## src/rtl/bbc_mailbox_target.sv

```systemverilog
// BBC-side mailbox responder: 4-byte FRED window over tx/rx byte FIFOs, phi0 synchronised onto hsclk.
// Optional MAILBOX_IRQ_EN adds a CTRL.IRQ_EN bit driving bbc_irq on tx not empty.
module bbc_mailbox_target #(
  parameter logic [15:0] BASE_ADDR   = 16'hFCA0,
  parameter int          FIFO_AW     = 2,
  parameter int          SYNC_STAGES = 2
) (
  input  logic        hsclk,
  input  logic        rst,
  input  logic        bbc_ck2_phi0,
  input  logic [15:0] bbc_addr,
  input  logic        bbc_rnw,
  input  logic [7:0]  bbc_data_in,
  output logic [7:0]  bbc_data_out,
  output logic        bbc_data_oe,
  output logic        bbc_irq,
  input  logic [7:0]  tx_wdata,
  input  logic        tx_wr,
  output logic        tx_full,
  output logic [7:0]  rx_rdata,
  input  logic        rx_rd,
  output logic        rx_empty
);
  localparam int DEPTH = 1 << FIFO_AW;

  typedef enum logic [1:0] {IDLE, ACTIVE, SKIP} state_t;
  state_t state, state_nxt;

  // Bus signals ride the same pipeline depth as phi0 so they stay aligned with the edges.
  logic [SYNC_STAGES-1:0]       phi_pipe;
  logic [SYNC_STAGES-1:0]       rnw_pipe;
  logic [SYNC_STAGES-1:0][15:0] addr_pipe;
  logic [SYNC_STAGES-1:0][7:0]  data_pipe;
  logic                         phi_d;

  always_ff @(posedge hsclk or posedge rst)
    if (rst) begin
      phi_pipe  <= '1;
      phi_d     <= 1'b1;
      rnw_pipe  <= '0;
      addr_pipe <= '0;
      data_pipe <= '0;
    end else begin
      phi_pipe  <= {phi_pipe[SYNC_STAGES-2:0], bbc_ck2_phi0};
      phi_d     <= phi_pipe[SYNC_STAGES-1];
      rnw_pipe  <= {rnw_pipe[SYNC_STAGES-2:0], bbc_rnw};
      addr_pipe <= {addr_pipe[SYNC_STAGES-2:0], bbc_addr};
      data_pipe <= {data_pipe[SYNC_STAGES-2:0], bbc_data_in};
    end

  logic        phi_s, rise, fall, rnw_s, sel;
  logic [15:0] addr_s;
  logic [7:0]  data_s;
  assign phi_s  = phi_pipe[SYNC_STAGES-1];
  assign rnw_s  = rnw_pipe[SYNC_STAGES-1];
  assign addr_s = addr_pipe[SYNC_STAGES-1];
  assign data_s = data_pipe[SYNC_STAGES-1];
  assign rise   = phi_s & ~phi_d;
  assign fall   = ~phi_s & phi_d;
  assign sel    = (addr_s[15:2] == BASE_ADDR[15:2]);

  always_ff @(posedge hsclk or posedge rst)
    if (rst) state <= IDLE;
    else     state <= state_nxt;

  always_comb begin
    state_nxt = state;
    case (state)
      IDLE:         if (rise) state_nxt = sel ? ACTIVE : SKIP;
      ACTIVE, SKIP: if (fall) state_nxt = IDLE;
      default:      state_nxt = IDLE;
    endcase
  end

  logic       start, commit;
  logic [1:0] off_l;
  logic       rnw_l, tx_empty_l;
  assign start  = (state == IDLE) & rise & sel;
  assign commit = (state == ACTIVE) & fall;

  // FIFO storage and pointers
  logic [DEPTH-1:0][7:0] tx_mem, rx_mem;
  logic [FIFO_AW:0]      tx_wp, tx_rp, rx_wp, rx_rp;
  logic                  tx_empty, tx_full_i, rx_empty_i, rx_full_i;
  logic                  tx_push, tx_pop, rx_push, rx_pop;
  logic                  rd_data_hit, wr_data_hit, wr_stat_hit;
  logic                  under, over;
  logic [7:0]            tx_head, rd_mux;

  assign tx_empty   = (tx_wp == tx_rp);
  assign tx_full_i  = (tx_wp[FIFO_AW] != tx_rp[FIFO_AW]) &&
                      (tx_wp[FIFO_AW-1:0] == tx_rp[FIFO_AW-1:0]);
  assign rx_empty_i = (rx_wp == rx_rp);
  assign rx_full_i  = (rx_wp[FIFO_AW] != rx_rp[FIFO_AW]) &&
                      (rx_wp[FIFO_AW-1:0] == rx_rp[FIFO_AW-1:0]);

  assign rd_data_hit = commit & rnw_l & (off_l == 2'd0);
  assign wr_data_hit = commit & ~rnw_l & (off_l == 2'd0);
  assign wr_stat_hit = commit & ~rnw_l & (off_l == 2'd1);

  // A pop in the same cycle frees a slot, so a push to a full FIFO still lands.
  assign tx_pop  = rd_data_hit & ~tx_empty_l;
  assign tx_push = tx_wr & (~tx_full_i | tx_pop);
  assign rx_pop  = rx_rd & ~rx_empty_i;
  assign rx_push = wr_data_hit & (~rx_full_i | rx_pop);

  assign tx_head  = tx_empty ? 8'h00 : tx_mem[tx_rp[FIFO_AW-1:0]];
  assign rx_rdata = rx_empty_i ? 8'h00 : rx_mem[rx_rp[FIFO_AW-1:0]];
  assign rx_empty = rx_empty_i;
  assign tx_full  = tx_full_i;

  always_ff @(posedge hsclk) begin
    if (tx_push) tx_mem[tx_wp[FIFO_AW-1:0]] <= tx_wdata;
    if (rx_push) rx_mem[rx_wp[FIFO_AW-1:0]] <= data_s;
  end

  always_ff @(posedge hsclk or posedge rst)
    if (rst) begin
      tx_wp <= '0;
      tx_rp <= '0;
      rx_wp <= '0;
      rx_rp <= '0;
    end else begin
      if (tx_push) tx_wp <= tx_wp + 1'b1;
      if (tx_pop)  tx_rp <= tx_rp + 1'b1;
      if (rx_push) rx_wp <= rx_wp + 1'b1;
      if (rx_pop)  rx_rp <= rx_rp + 1'b1;
    end

  always_ff @(posedge hsclk or posedge rst)
    if (rst) begin
      under <= 1'b0;
      over  <= 1'b0;
    end else begin
      if (rd_data_hit & tx_empty_l)      under <= 1'b1;
      else if (wr_stat_hit & data_s[3])  under <= 1'b0;
      if (wr_data_hit & ~rx_push)        over  <= 1'b1;
      else if (wr_stat_hit & data_s[2])  over  <= 1'b0;
    end

`ifdef MAILBOX_IRQ_EN
  logic irq_en, irq_q;
  always_ff @(posedge hsclk or posedge rst)
    if (rst) begin
      irq_en <= 1'b0;
      irq_q  <= 1'b0;
    end else begin
      if (commit & ~rnw_l & (off_l == 2'd2)) irq_en <= data_s[0];
      irq_q <= irq_en & ~tx_empty;
    end
  assign bbc_irq = irq_q;
`else
  assign bbc_irq = 1'b0;
`endif

  always_comb begin
    rd_mux = 8'h00;
    case (addr_s[1:0])
      2'd0: rd_mux = tx_head;
      2'd1: rd_mux = {4'b0, under, over, ~rx_full_i, ~tx_empty};
`ifdef MAILBOX_IRQ_EN
      2'd2: rd_mux = {7'b0, irq_en};
`endif
      default: rd_mux = 8'h00;
    endcase
  end

  // Read data and the underflow decision are both frozen at the rise.
  always_ff @(posedge hsclk or posedge rst)
    if (rst) begin
      off_l        <= '0;
      rnw_l        <= 1'b0;
      tx_empty_l   <= 1'b0;
      bbc_data_out <= 8'h00;
    end else if (start) begin
      off_l      <= addr_s[1:0];
      rnw_l      <= rnw_s;
      tx_empty_l <= tx_empty;
      if (rnw_s) bbc_data_out <= rd_mux;
    end

  assign bbc_data_oe = (state == ACTIVE) & rnw_l;
endmodule

```

## config.mk

```make
export PLATFORM = sky130hd
export DESIGN_NAME = bbc_mailbox_target
export DESIGN_NICKNAME = d
export VERILOG_FILES = /design/src/rtl/bbc_mailbox_target.sv
export SDC_FILE = /design/constraint.sdc
export NUM_CORES = 1
export LEC_CHECK = 0
export CORE_MARGIN = 2
export CORE_UTILIZATION = 45
export CTS_BUF_LIST = sky130_fd_sc_hd__clkbuf_8
export DETAILED_ROUTE_END_ITERATION = 10
export PLACE_DENSITY = 0.72
export SYNTH_ARGS = -nofsm -noshare
export SYNTH_HDL_FRONTEND = slang
export SYNTH_SLANG_ARGS = --single-unit
```

## constraint.sdc

```tcl
create_clock -name hsclk -period 4.5 [get_ports hsclk]
set_input_delay 1.125 -clock hsclk [delete_from_list [all_inputs] [get_ports hsclk]]
set_output_delay 1.125 -clock hsclk [all_outputs]
set_load 0.1 [all_outputs]
```

==> flow_summary.json <==
{
  "synth-seq-cells": 145,
  "required_ps": 3380,
  "antenna_cells": 0,
  "area_growth_pct": 21.1,
  "intPower_w": 0.00238,
  "h-tree-depth": 4,
  "critPathTopFamily": "buffers and inverters",
  "vias": 2619,
  "route.detailed.drc": 0,
  "startpoint": "state[1]",
  "ctsRootBufferMaster": "clkbuf_8",
  "sw_frac_of_total": 0.329,
  "antenna_found_initial": 0,
  "p_leak_nw": 2.59,
  "post-route-min-period_ps": 3520,
  "cts_hold_buf": 0,
  "cp-end-kind": "output pin",
  "vdd_ir_drop_max_mv": 0.347,
  "die_x_um": 113,
  "synth_top_area_frac": 0.366,
  "avgSynthCellArea_um2": 18.0,
  "max_slew.worst_pin.slew_ps": 968,
  "cts_tree": "done",
  "cp.depth": 4,
  "ys_dominant_reg_cell": "dfrtp_1",
  "cp_data_arrival_time_ps": 2390,
  "antenna_left": 0,
  "worst-path-buf-inv": 2,
  "r2r_cells": 4,
  "hold_path_class": "reg -> reg",
  "ys_seq_area_frac": 0.741,
  "drt_iter0_drc": 133,
  "drt-total-wl_um": 8460,
  "post_cts_buffers": 0,
  "cts.sinks": 145,
  "critPathMaxFanout": 3,
  "rsz0062_at_grt": "no",
  "power_density_mw_per_mm2": 550,
  "cts_buffer_depth": 2,
  "cpMaxStageDelayCell": "clkdlybuf4s50_1",
  "maxCapViolations": 0,
  "n_fill_cell": 892,
  "synth_area_mm2": 0.00533,
  "wl_per_cell_um": 16.2,
  "r2r_start": "rx_rp[0]",
  "start_util": 0.463,
  "critPathKind": "reg -> out",
  "switchingPower_w": 0.00117,
  "endpoint": "bbc_data_oe",
  "worstPathCellList": "inv_1 > ha_1 > and2_1 > clkdlybuf4s50_1",
  "die_y_um": 113,
  "ys_top_cells_by_area": "dfrtp_1 (37%), edfxtp_1 (36%), mux4_2 (6.8%), ha_1 (2.8%), mux2_2 (1.7%)",
  "postSynthCellCount": 296,
  "finalNonFillerCells": 523,
  "synth_cell_types": 44,
  "clockPowerShare": 0.294,
  "final_nets": 417,
  "drive_gt1_frac": 0.195,
  "clk_latency_ps": 440,
  "die-area_mm2": 0.0127,
  "syn_nets": 346,
  "finClkSkew_ps": 9.81,
  "tns_ps": 0,
  "globalRouteTotalUtil": 0.150,
  "critPathMaxStageDelay_ps": 1140,
  "cts-resized-gates": 0,
  "via_per_inst": 5.01,
  "status": "finished, final reports clean",
  "p_comb_frac": 0.255,
  "synth_edf_count": 64,
  "dr.pass1.iters": 6,
  "hpwl_um": 5780,
  "coreArea_mm2": 0.0115,
  "max_freq_mhz": 284,
  "rr_endpoint": "rx_mem[30]",
  "relSlewSlack": 0.353,
  "regArea_mm2": 0.00395,
  "place_inst": 491,
  "ff2ff_setup_slack_ps": 2010,
  "pwr-share-seq": 0.451,
  "grt_pass1_wl_um": 14200,
  "cts_inserted_buffers": 17,
  "grt_overflow_total": 0,
  "port_buffers": 56,
  "ys_warn_count": 0,
  "hold_viol": 0,
  "fp-row-count": 39,
  "routabilityCongestion": 0.713,
  "path_clk_slew_ps": 70,
  "multiInputGateArea_mm2": 0.00127,
  "first_global_vias": 2818,
  "finalCritPeriodShare": 0.782,
  "report.final.setup_viol": 0,
  "synthArstFlopShare": 0.559,
  "drv_slew": 0,
  "grt_max_degree": 45,
  "critPathLaunchType": "register",
  "synth_top_area_cell": "dfrtp_1",
  "io_pins": 58
}
-- cell families (layout without fill, tap and decap cells) --
logic type               after synthesis  count (layout)  synth area share
buffers and inverters                 26             110            0.0211
multiplexers                          27              27            0.0908
adder cells (fa/ha/maj)               12              12            0.0281
flip-flops                           145             145             0.741
XOR/XNOR                              15              15            0.0246
other                                  1               1          0.000703
AND/OR/NAND/NOR                       49              49            0.0657
AO/OA/AOI/OAI                         21              21            0.0279
-- Yosys cell counts, types with 2 or more instances --
cell type  number
a22o_1          2
and2_1          8
and3_1          2
buf_2           3
buf_4           3
dfrtp_1        78
dfstp_2         3
edfxtp_1       64
ha_1           12
inv_1          19
mux2_1          3
mux2_2          8
mux4_2         16
nand2_1         4
nand4b_1        2
nor2_1          3
nor2b_1        12
nor3_1          3
nor4_2          2
o21ai_0         7
o2bb2ai_1       5
o31ai_1         2
xnor2_1         8
xor2_1          7
-- registers in the layout, indices dropped and copies added, names as in the netlist, 3 cells and up --
signal	flops
addr_pipe	16
data_pipe	8
tx_rp	3
rx_wp	3
rx_mem	32
rx_rp	3
tx_mem	32
tx_wp	3
data_s	8
addr_s	16
bbc_data_out	8
-- per-stage QoR --
step / setup WS [ps] / util / hold slack [ps] / instance area [um^2] / total power (W)
floorplan: 373 / - / 331 / 5330 / 0.00233
global placement: 1470 / 0.525 / 332 / 6040 / 0.00252
detailed placement: 1440 / 0.525 / 335 / 6040 / 0.00255
CTS: 940 / 0.561 / 350 / 6460 / 0.00359
global route: 838 / 0.561 / 356 / 6460 / 0.00371
finish: 982 / 0.561 / 346 / 6460 / 0.00355
-- power groups by stage --
stage          Sequential, W  Clock, W  Combinational [W]
3_3_place_gp         0.00162         0           0.000897
2_1_floorplan        0.00157         0           0.000756
6_report             0.00160   0.00104           0.000907
4_1_cts              0.00161   0.00107           0.000913
3_5_place_dp         0.00163         0           0.000912
5_1_grt              0.00162   0.00113           0.000956
-- cell type report --
cell class              count  share of cell area
clock buffers              17              0.0362
flip-flops and latches    145               0.612
clock inverters            15              0.0279
inverters                  19              0.0112
well taps                 143              0.0277
multi-input cells         125               0.196
repair buffers             59              0.0884
-- how the worst min path moves through the flow --
stage	from	endpoint	depth (start not counted)
2_1_floorplan	addr_pipe[0]	addr_s[0]	0
3_3_place_gp	data_pipe[1]	data_s[1]	0
3_5_place_dp	addr_pipe[14]	addr_s[14]	0
4_1_cts	addr_pipe[14]	addr_s[14]	0
5_1_grt	addr_pipe[3]	addr_s[3]	0
6_report	addr_pipe[14]	addr_s[14]	0
-- cells in the final DEF, fill, tap and decap left out, types with 12 or more instances in the layout --
| cell type | Yosys | routed |
|---|---|---|
| edfxtp_1 | 64 | 64 |
| buf_4 | 3 | 12 |
| mux4_2 | 16 | 16 |
| ha_1 | 12 | 12 |
| clkbuf_8 | 0 | 17 |
| inv_1 | 19 | 22 |
| dfrtp_1 | 78 | 78 |
| nor2b_1 | 12 | 12 |
| clkdlybuf4s50_1 | 0 | 46 |
-- metal layers --
layer	share of wire	wire length [um]	up-vias	global-route usage
met1	0.42	3580	1329	0.180
li1	-	-	1220	-
met2	0.51	4340	59	0.246
met3	0.049	413	11	0.0605
met5	0	0	-	0
met4	0.016	136	0	0.0585
No activity file was read; power rests on OpenSTA's default activity.
